===== config.mk =====
export PLATFORM = sky130hd
export DESIGN_NAME = irq_conditioner
export DESIGN_NICKNAME = d
export VERILOG_FILES = /design/src/rtl/irq_pkg.sv /design/src/rtl/irq_channel.sv /design/src/rtl/irq_conditioner.sv
export SDC_FILE = /design/constraint.sdc
export NUM_CORES = 1
export LEC_CHECK = 0
export ABC_AREA = 1
export CAP_MARGIN = 0
export CORE_ASPECT_RATIO = 0.8
export CORE_UTILIZATION = 50
export CTS_BUF_LIST = sky130_fd_sc_hd__clkbuf_16
export CTS_CLUSTER_DIAMETER = 40
export CTS_CLUSTER_SIZE = 20
export DETAILED_ROUTE_END_ITERATION = 10
export MAX_ROUTING_LAYER = met4
export PLACE_DENSITY = 0.68
export SLEW_MARGIN = 0
export SYNTH_ARGS = -nofsm -noshare
export SYNTH_HDL_FRONTEND = slang
export SYNTH_HIERARCHICAL = 1
export SYNTH_SLANG_ARGS = --single-unit

===== constraint.sdc =====
create_clock -name clk -period 1.8 [get_ports clk]
set_input_delay 0.18 -clock clk [delete_from_list [all_inputs] [get_ports clk]]
set_output_delay 0.18 -clock clk [all_outputs]
set_load 0.03 [all_outputs]

===== src/rtl/irq_pkg.sv =====
// ----------------------------------------------------------------------------
// irq_pkg: register map and channel state encoding for irq_conditioner.
// Rev 1.0
// ----------------------------------------------------------------------------
`default_nettype none

package irq_pkg;

    localparam logic [1:0] IRQ_ADDR_ENABLE   = 2'd0;
    localparam logic [1:0] IRQ_ADDR_PENDING  = 2'd1;
    localparam logic [1:0] IRQ_ADDR_OVERFLOW = 2'd2;
    localparam logic [1:0] IRQ_ADDR_POLARITY = 2'd3;

    typedef enum logic [1:0] {
        IRQ_IDLE  = 2'd0,
        IRQ_PULSE = 2'd1,
        IRQ_GAP   = 2'd2
    } irq_state_t;

    function automatic int irq_max(input int a, input int b);
        return (a > b) ? a : b;
    endfunction

endpackage

`default_nettype wire


===== src/rtl/irq_channel.sv =====
// ----------------------------------------------------------------------------
// irq_channel: synchroniser, edge detect, pulse FSM, pending/overflow for one IRQ.
// Rev 1.0
// ----------------------------------------------------------------------------
`default_nettype none

module irq_channel
    import irq_pkg::*;
#(
    parameter int SYNC_STAGES = 2,
    parameter int PULSE_LEN   = 4,
    parameter int GAP_LEN     = 2
) (
    input  logic clk,
    input  logic reset,
    input  logic irq_in,
    input  logic enable,
    input  logic polarity,
    input  logic enable_clr,
    input  logic pending_w1c,
    input  logic overflow_w1c,
    output logic irq_out,
    output logic pending,
    output logic overflow
);

    localparam int CW = $clog2(irq_max(PULSE_LEN, GAP_LEN)) + 1;
    localparam logic [CW-1:0] PULSE_LOAD = CW'(PULSE_LEN - 1);
    localparam logic [CW-1:0] GAP_LOAD   = CW'(GAP_LEN - 1);

    logic [SYNC_STAGES-1:0] r_sync;
    logic [SYNC_STAGES:0]   r_fill;
    logic                   r_prev;
    irq_state_t             r_state;
    logic [CW-1:0]          r_cnt;
    logic                   r_irq_out;
    logic                   r_pending;
    logic                   r_overflow;

    logic w_s;
    logic w_edge;
    logic w_event;
    logic w_busy;
    logic w_cnt_zero;
    logic w_consume;
    logic w_queue;
    logic w_ovf;

    assign w_s        = r_sync[SYNC_STAGES-1];
    // Edges are ignored until the chain and delayed copy hold real samples,
    // so a source already high at reset release does not fire.
    assign w_edge     = r_fill[SYNC_STAGES] &
                        (polarity ? (r_prev & ~w_s) : (w_s & ~r_prev));
    assign w_event    = w_edge & enable;
    assign w_busy     = (r_state != IRQ_IDLE);
    assign w_cnt_zero = (r_cnt == '0);
    assign w_consume  = (r_state == IRQ_GAP) && w_cnt_zero && r_pending;
    assign w_queue    = w_event && w_busy && (!r_pending || w_consume);
    assign w_ovf      = w_event && w_busy && r_pending && !w_consume;

    always_ff @(posedge clk) begin
        if (reset) begin
            r_sync     <= '0;
            r_fill     <= '0;
            r_prev     <= 1'b0;
            r_state    <= IRQ_IDLE;
            r_cnt      <= '0;
            r_irq_out  <= 1'b0;
            r_pending  <= 1'b0;
            r_overflow <= 1'b0;
        end else begin
            r_sync    <= {r_sync[SYNC_STAGES-2:0], irq_in};
            r_fill    <= {r_fill[SYNC_STAGES-1:0], 1'b1};
            r_prev    <= w_s;
            r_irq_out <= (r_state == IRQ_PULSE);

            case (r_state)
                IRQ_IDLE: begin
                    if (w_event) begin
                        r_state <= IRQ_PULSE;
                        r_cnt   <= PULSE_LOAD;
                    end
                end
                IRQ_PULSE: begin
                    if (w_cnt_zero) begin
                        r_state <= IRQ_GAP;
                        r_cnt   <= GAP_LOAD;
                    end else begin
                        r_cnt <= r_cnt - 1'b1;
                    end
                end
                IRQ_GAP: begin
                    if (w_cnt_zero) begin
                        if (w_consume) begin
                            r_state <= IRQ_PULSE;
                            r_cnt   <= PULSE_LOAD;
                        end else begin
                            r_state <= IRQ_IDLE;
                        end
                    end else begin
                        r_cnt <= r_cnt - 1'b1;
                    end
                end
                default: r_state <= IRQ_IDLE;
            endcase

            if (enable_clr || !enable)
                r_pending <= 1'b0;
            else if (w_queue)
                r_pending <= 1'b1;
            else if (w_consume || pending_w1c)
                r_pending <= 1'b0;

            if (w_ovf)
                r_overflow <= 1'b1;
            else if (overflow_w1c)
                r_overflow <= 1'b0;
        end
    end

    assign irq_out  = r_irq_out;
    assign pending  = r_pending;
    assign overflow = r_overflow;

endmodule

`default_nettype wire


===== src/rtl/irq_conditioner.sv =====
// ----------------------------------------------------------------------------
// irq_conditioner: NUM_IRQ conditioned interrupt channels plus control registers.
// Rev 1.0
// ----------------------------------------------------------------------------
`default_nettype none

module irq_conditioner
    import irq_pkg::*;
#(
    parameter int NUM_IRQ     = 8,
    parameter int SYNC_STAGES = 2,
    parameter int PULSE_LEN   = 4,
    parameter int GAP_LEN     = 2
) (
    input  logic               clk,
    input  logic               reset,
    input  logic [NUM_IRQ-1:0] irq_in,
    output logic [NUM_IRQ-1:0] irq_out,
    input  logic [1:0]         cfg_addr,
    input  logic               cfg_we,
    input  logic [NUM_IRQ-1:0] cfg_d,
    output logic [NUM_IRQ-1:0] cfg_q
);

    logic [NUM_IRQ-1:0] r_enable;
    logic [NUM_IRQ-1:0] r_polarity;
    logic [NUM_IRQ-1:0] r_cfg_q;

    logic [NUM_IRQ-1:0] w_pending;
    logic [NUM_IRQ-1:0] w_overflow;
    logic [NUM_IRQ-1:0] w_enable_clr;
    logic [NUM_IRQ-1:0] w_pending_w1c;
    logic [NUM_IRQ-1:0] w_overflow_w1c;
    logic [NUM_IRQ-1:0] w_rdata;

    assign w_enable_clr   = (cfg_we && cfg_addr == IRQ_ADDR_ENABLE)   ? ~cfg_d : '0;
    assign w_pending_w1c  = (cfg_we && cfg_addr == IRQ_ADDR_PENDING)  ? cfg_d  : '0;
    assign w_overflow_w1c = (cfg_we && cfg_addr == IRQ_ADDR_OVERFLOW) ? cfg_d  : '0;

    generate
        for (genvar i = 0; i < NUM_IRQ; i++) begin : g_chan
            irq_channel #(
                .SYNC_STAGES (SYNC_STAGES),
                .PULSE_LEN   (PULSE_LEN),
                .GAP_LEN     (GAP_LEN)
            ) u_chan (
                .clk          (clk),
                .reset        (reset),
                .irq_in       (irq_in[i]),
                .enable       (r_enable[i]),
                .polarity     (r_polarity[i]),
                .enable_clr   (w_enable_clr[i]),
                .pending_w1c  (w_pending_w1c[i]),
                .overflow_w1c (w_overflow_w1c[i]),
                .irq_out      (irq_out[i]),
                .pending      (w_pending[i]),
                .overflow     (w_overflow[i])
            );
        end
    endgenerate

    always_comb begin
        w_rdata = '0;
        case (cfg_addr)
            IRQ_ADDR_ENABLE:   w_rdata = r_enable;
            IRQ_ADDR_PENDING:  w_rdata = w_pending;
            IRQ_ADDR_OVERFLOW: w_rdata = w_overflow;
            IRQ_ADDR_POLARITY: w_rdata = r_polarity;
            default:           w_rdata = '0;
        endcase
    end

    always_ff @(posedge clk) begin
        if (reset) begin
            r_enable   <= '1;
            r_polarity <= '0;
            r_cfg_q    <= '0;
        end else begin
            if (cfg_we && cfg_addr == IRQ_ADDR_ENABLE)
                r_enable <= cfg_d;
            if (cfg_we && cfg_addr == IRQ_ADDR_POLARITY)
                r_polarity <= cfg_d;
            r_cfg_q <= w_rdata;
        end
    end

    assign cfg_q = r_cfg_q;

endmodule

`default_nettype wire


==> impl_metrics.py <==
metrics = {
    "status": {
        "status": "complete, no violations",
    },
    "cells_and_area": {
        "syn_to_final_growth_pct": 15.3,
        "nets": 1107,
        "final_common_cell": "nand2_1",
        "final_cell_mix": "nand2_1, nor2_1, inv_1",
        "utilization_pct": 59.6,
        "final_layout_size_suffix_gt1_share_pct": 12.8,
        "antenna_cells": 0,
    },
    "floorplan": {
        "start_util_pct": 51.6,
        "core_mm2": 0.0136,
        "fp.dieArea_mm2": 0.0146,
        "die_w_um": 135,
        "ios": 37,
        "rows": 38,
        "die-height_um": 108,
    },
    "sta": {
        "setup_tns_ps": 0,
        "finClkSkew_ps": 6.99,
        "whs_ps": 139,
        "worst_slack_ps": 184,
        "worst_pin_slew_ps": 562,
        "finalCritPeriodShare_pct": 89.8,
        "timing.fmax_mhz": 619,
        "maxSlewHeadroom_pct": 62.5,
        "fin_crit_ps": 1620,
        "hold_violations": 0,
        "finalSetupViolations": 0,
        "rsz0062_at_grt": "false",
        "maxSlewViolCount": 0,
    },
    "clocking": {
        "cts_max_level": 4,
        "clkSlewWorstSetupHoldPaths_ps": 60,
        "cts_resized": 0,
        "clock-root-buffer": "clkbuf_16",
        "cts_setup_buffers": 0,
        "clkLatencyLatePin_ps": 420,
        "clockBufferDepth": 2,
        "tritoncts": "yes",
        "hold_buffers": 0,
        "clock-sinks": 136,
        "cts_made_buffers": 17,
    },
    "logic_synthesis": {
        "yosysUniqueCellTypes": 25,
        "syn-instance-count": 1005,
        "synth_area_leaders": "dfxtp_1, nand2_1, nor2_1",
        "synth.net_count": 1058,
        "synth_seq_cells": 136,
        "ys_seq_area_share_pct": 38.6,
        "avgSynthCellArea_um2": 7.01,
        "synth_top_area_cell": "dfxtp_1",
        "ys.warnings.count": 6,
        "yosysTopAreaCellShare_pct": 38.6,
        "netlist_area_mm2": 0.00705,
    },
    "grt": {
        "grt.overflow.total": 0,
        "grt_pass1_wl_um": 23700,
        "grt_pass1_vias": 5187,
        "grt_max_degree": 42,
        "antenna_found_initial": 0,
        "grt_use_total_pct": 21.2,
    },
    "setup_path": {
        "startpoint_type": "register",
        "crit_path_cell_trace": "clkdlybuf4s50_1",
        "cp_max_fo": 1,
        "crit_family": "buffers and inverters",
        "reg2reg_slack_ps": 270,
        "end_kind": "output pin",
        "crit_arrival_ps": 1440,
        "max_stage_delay_ps": 680,
        "path_class": "register to output pin",
        "crit_slowest_cell": "clkdlybuf4s50_1",
        "critPathRequiredTime_ps": 1620,
        "path_buf_inv": 1,
    },
    "place": {
        "dp_slack_ps": 152,
        "io_buffers": 36,
        "hpwl_um": 9530,
        "gp_congestion": 0.860,
    },
    "run": {
        "drv_cap": 0,
    },
    "detailed_routing": {
        "dr.pass1.iters": 5,
        "avgRoutedWirePerCell_um": 11.1,
        "via_per_inst": 4.68,
        "drc_errors": 0,
        "routed_wl_um": 13800,
        "ant_nets": 0,
        "drt-initial-drc-count": 295,
        "dr_total_vias": 5834,
    },
    "worst_hold_path": {
        "hold_class": "input port to register",
    },
    "power": {
        "leakage_uw": 0.00388,
        "ir_worst_vdd_mv": 0.762,
        "power_density_mw_per_mm2": 1390,
    },
}
## through the flow
step	cell area (um2)	power, uW	cells
after detailed placement	7590	8170	1215
after global routing	8130	12200	1247
after CTS	8130	11400	1247
final	8130	11300	1247
after global placement	7590	8120	1215
after floorplan	7050	7400	1005
## metal layers
metal  global-route usage (%)  up-vias  wire (um)
li1                         -     3135          -
met1                     27.5     2586       7090
met2                     32.3      101       6050
met3                     5.72       12        569
met4                     6.26        0        136
met5                        -        -          0
## area by class of cell
type	instances	area [um2]
fill	1289	5520
multi-input combinational	638	3100
sequential	136	2720
inverter	211	1060
timing repair buffer	50	475
clock buffer	17	425
tap	180	225
clock inverter	15	113
## worst paths after layout
| kind | start | end | cells past startpoint |
|---|---|---|---|
| worst max-delay path | cfg_q[4]$_SDFF_PP0_ | cfg_q[4] | 1 |
| worst min-delay path | reset | g_chan[0].u_chan/r_fill[0]$_DFF_P_ | 2 |
| worst max register to register | g_chan[4].u_chan/r_state[0]$_SDFFE_PP0P_ | g_chan[4].u_chan/r_state[0]$_SDFFE_PP0P_ | 8 |
| worst min register to register | g_chan[2].u_chan/r_fill[0]$_DFF_P_ | g_chan[2].u_chan/r_fill[1]$_SDFF_PP0_ | 2 |
## cell usage after synthesis
master and n:
inv_2 24, o21ai_1 24, nand2_1 212, inv_1 153
inv_6 10, ha_1 32, o21ai_2 8, nor2_8 1
buf_6 6, nand2_2 24, nand4_1 32, o21ai_0 8
nand3_1 55, buf_2 9, clkinv_1 8, dfxtp_1 136
nand2_4 1, nor2_4 8, buf_8 1, nor3_1 8
bufinv_8 16, nor2_1 200, a21oi_1 24, buf_4 4
nand2_8 1
## report_power, final
group | leakage (uW) | internal, uW | switching [uW]
Combinational | 0.00250 | 1880 | 2460
Clock | 0.000264 | 1870 | 1300
Sequential | 0.00112 | 3430 | 367
## worst register-to-register path, cell delays in order (launching register included)
cell and delay (ps):
dfxtp_1 360, bufinv_8 190, ha_1 250, nor2_1 250
inv_2 80, o21ai_2 70, nand2_2 100, nor2_1 90
nor2_1 50
## state kept, by name, indices dropped and copies added, names as in the netlist
register                count
g_chan.u_chan/r_cnt        24
g_chan.u_chan/r_fill       24
g_chan.u_chan/r_state      16
g_chan.u_chan/r_sync       16
cfg_q                       8
g_chan.u_chan/irq_out       8
g_chan.u_chan/overflow      8
g_chan.u_chan/pending       8
g_chan.u_chan/r_prev        8
r_enable                    8
r_polarity                  8
## cells by family (layout without fill, tap and decap cells)
family          count (synthesis)  in the layout  share of synthesized area [%]
simple gates                  542            542                           33.4
buf+inv                       231            293                           17.3
flops                         136            136                           38.6
compound gates                 64             64                           4.97
fa+ha+maj                      32             32                           5.68
Note: power is estimated with default switching activity, not from simulation.
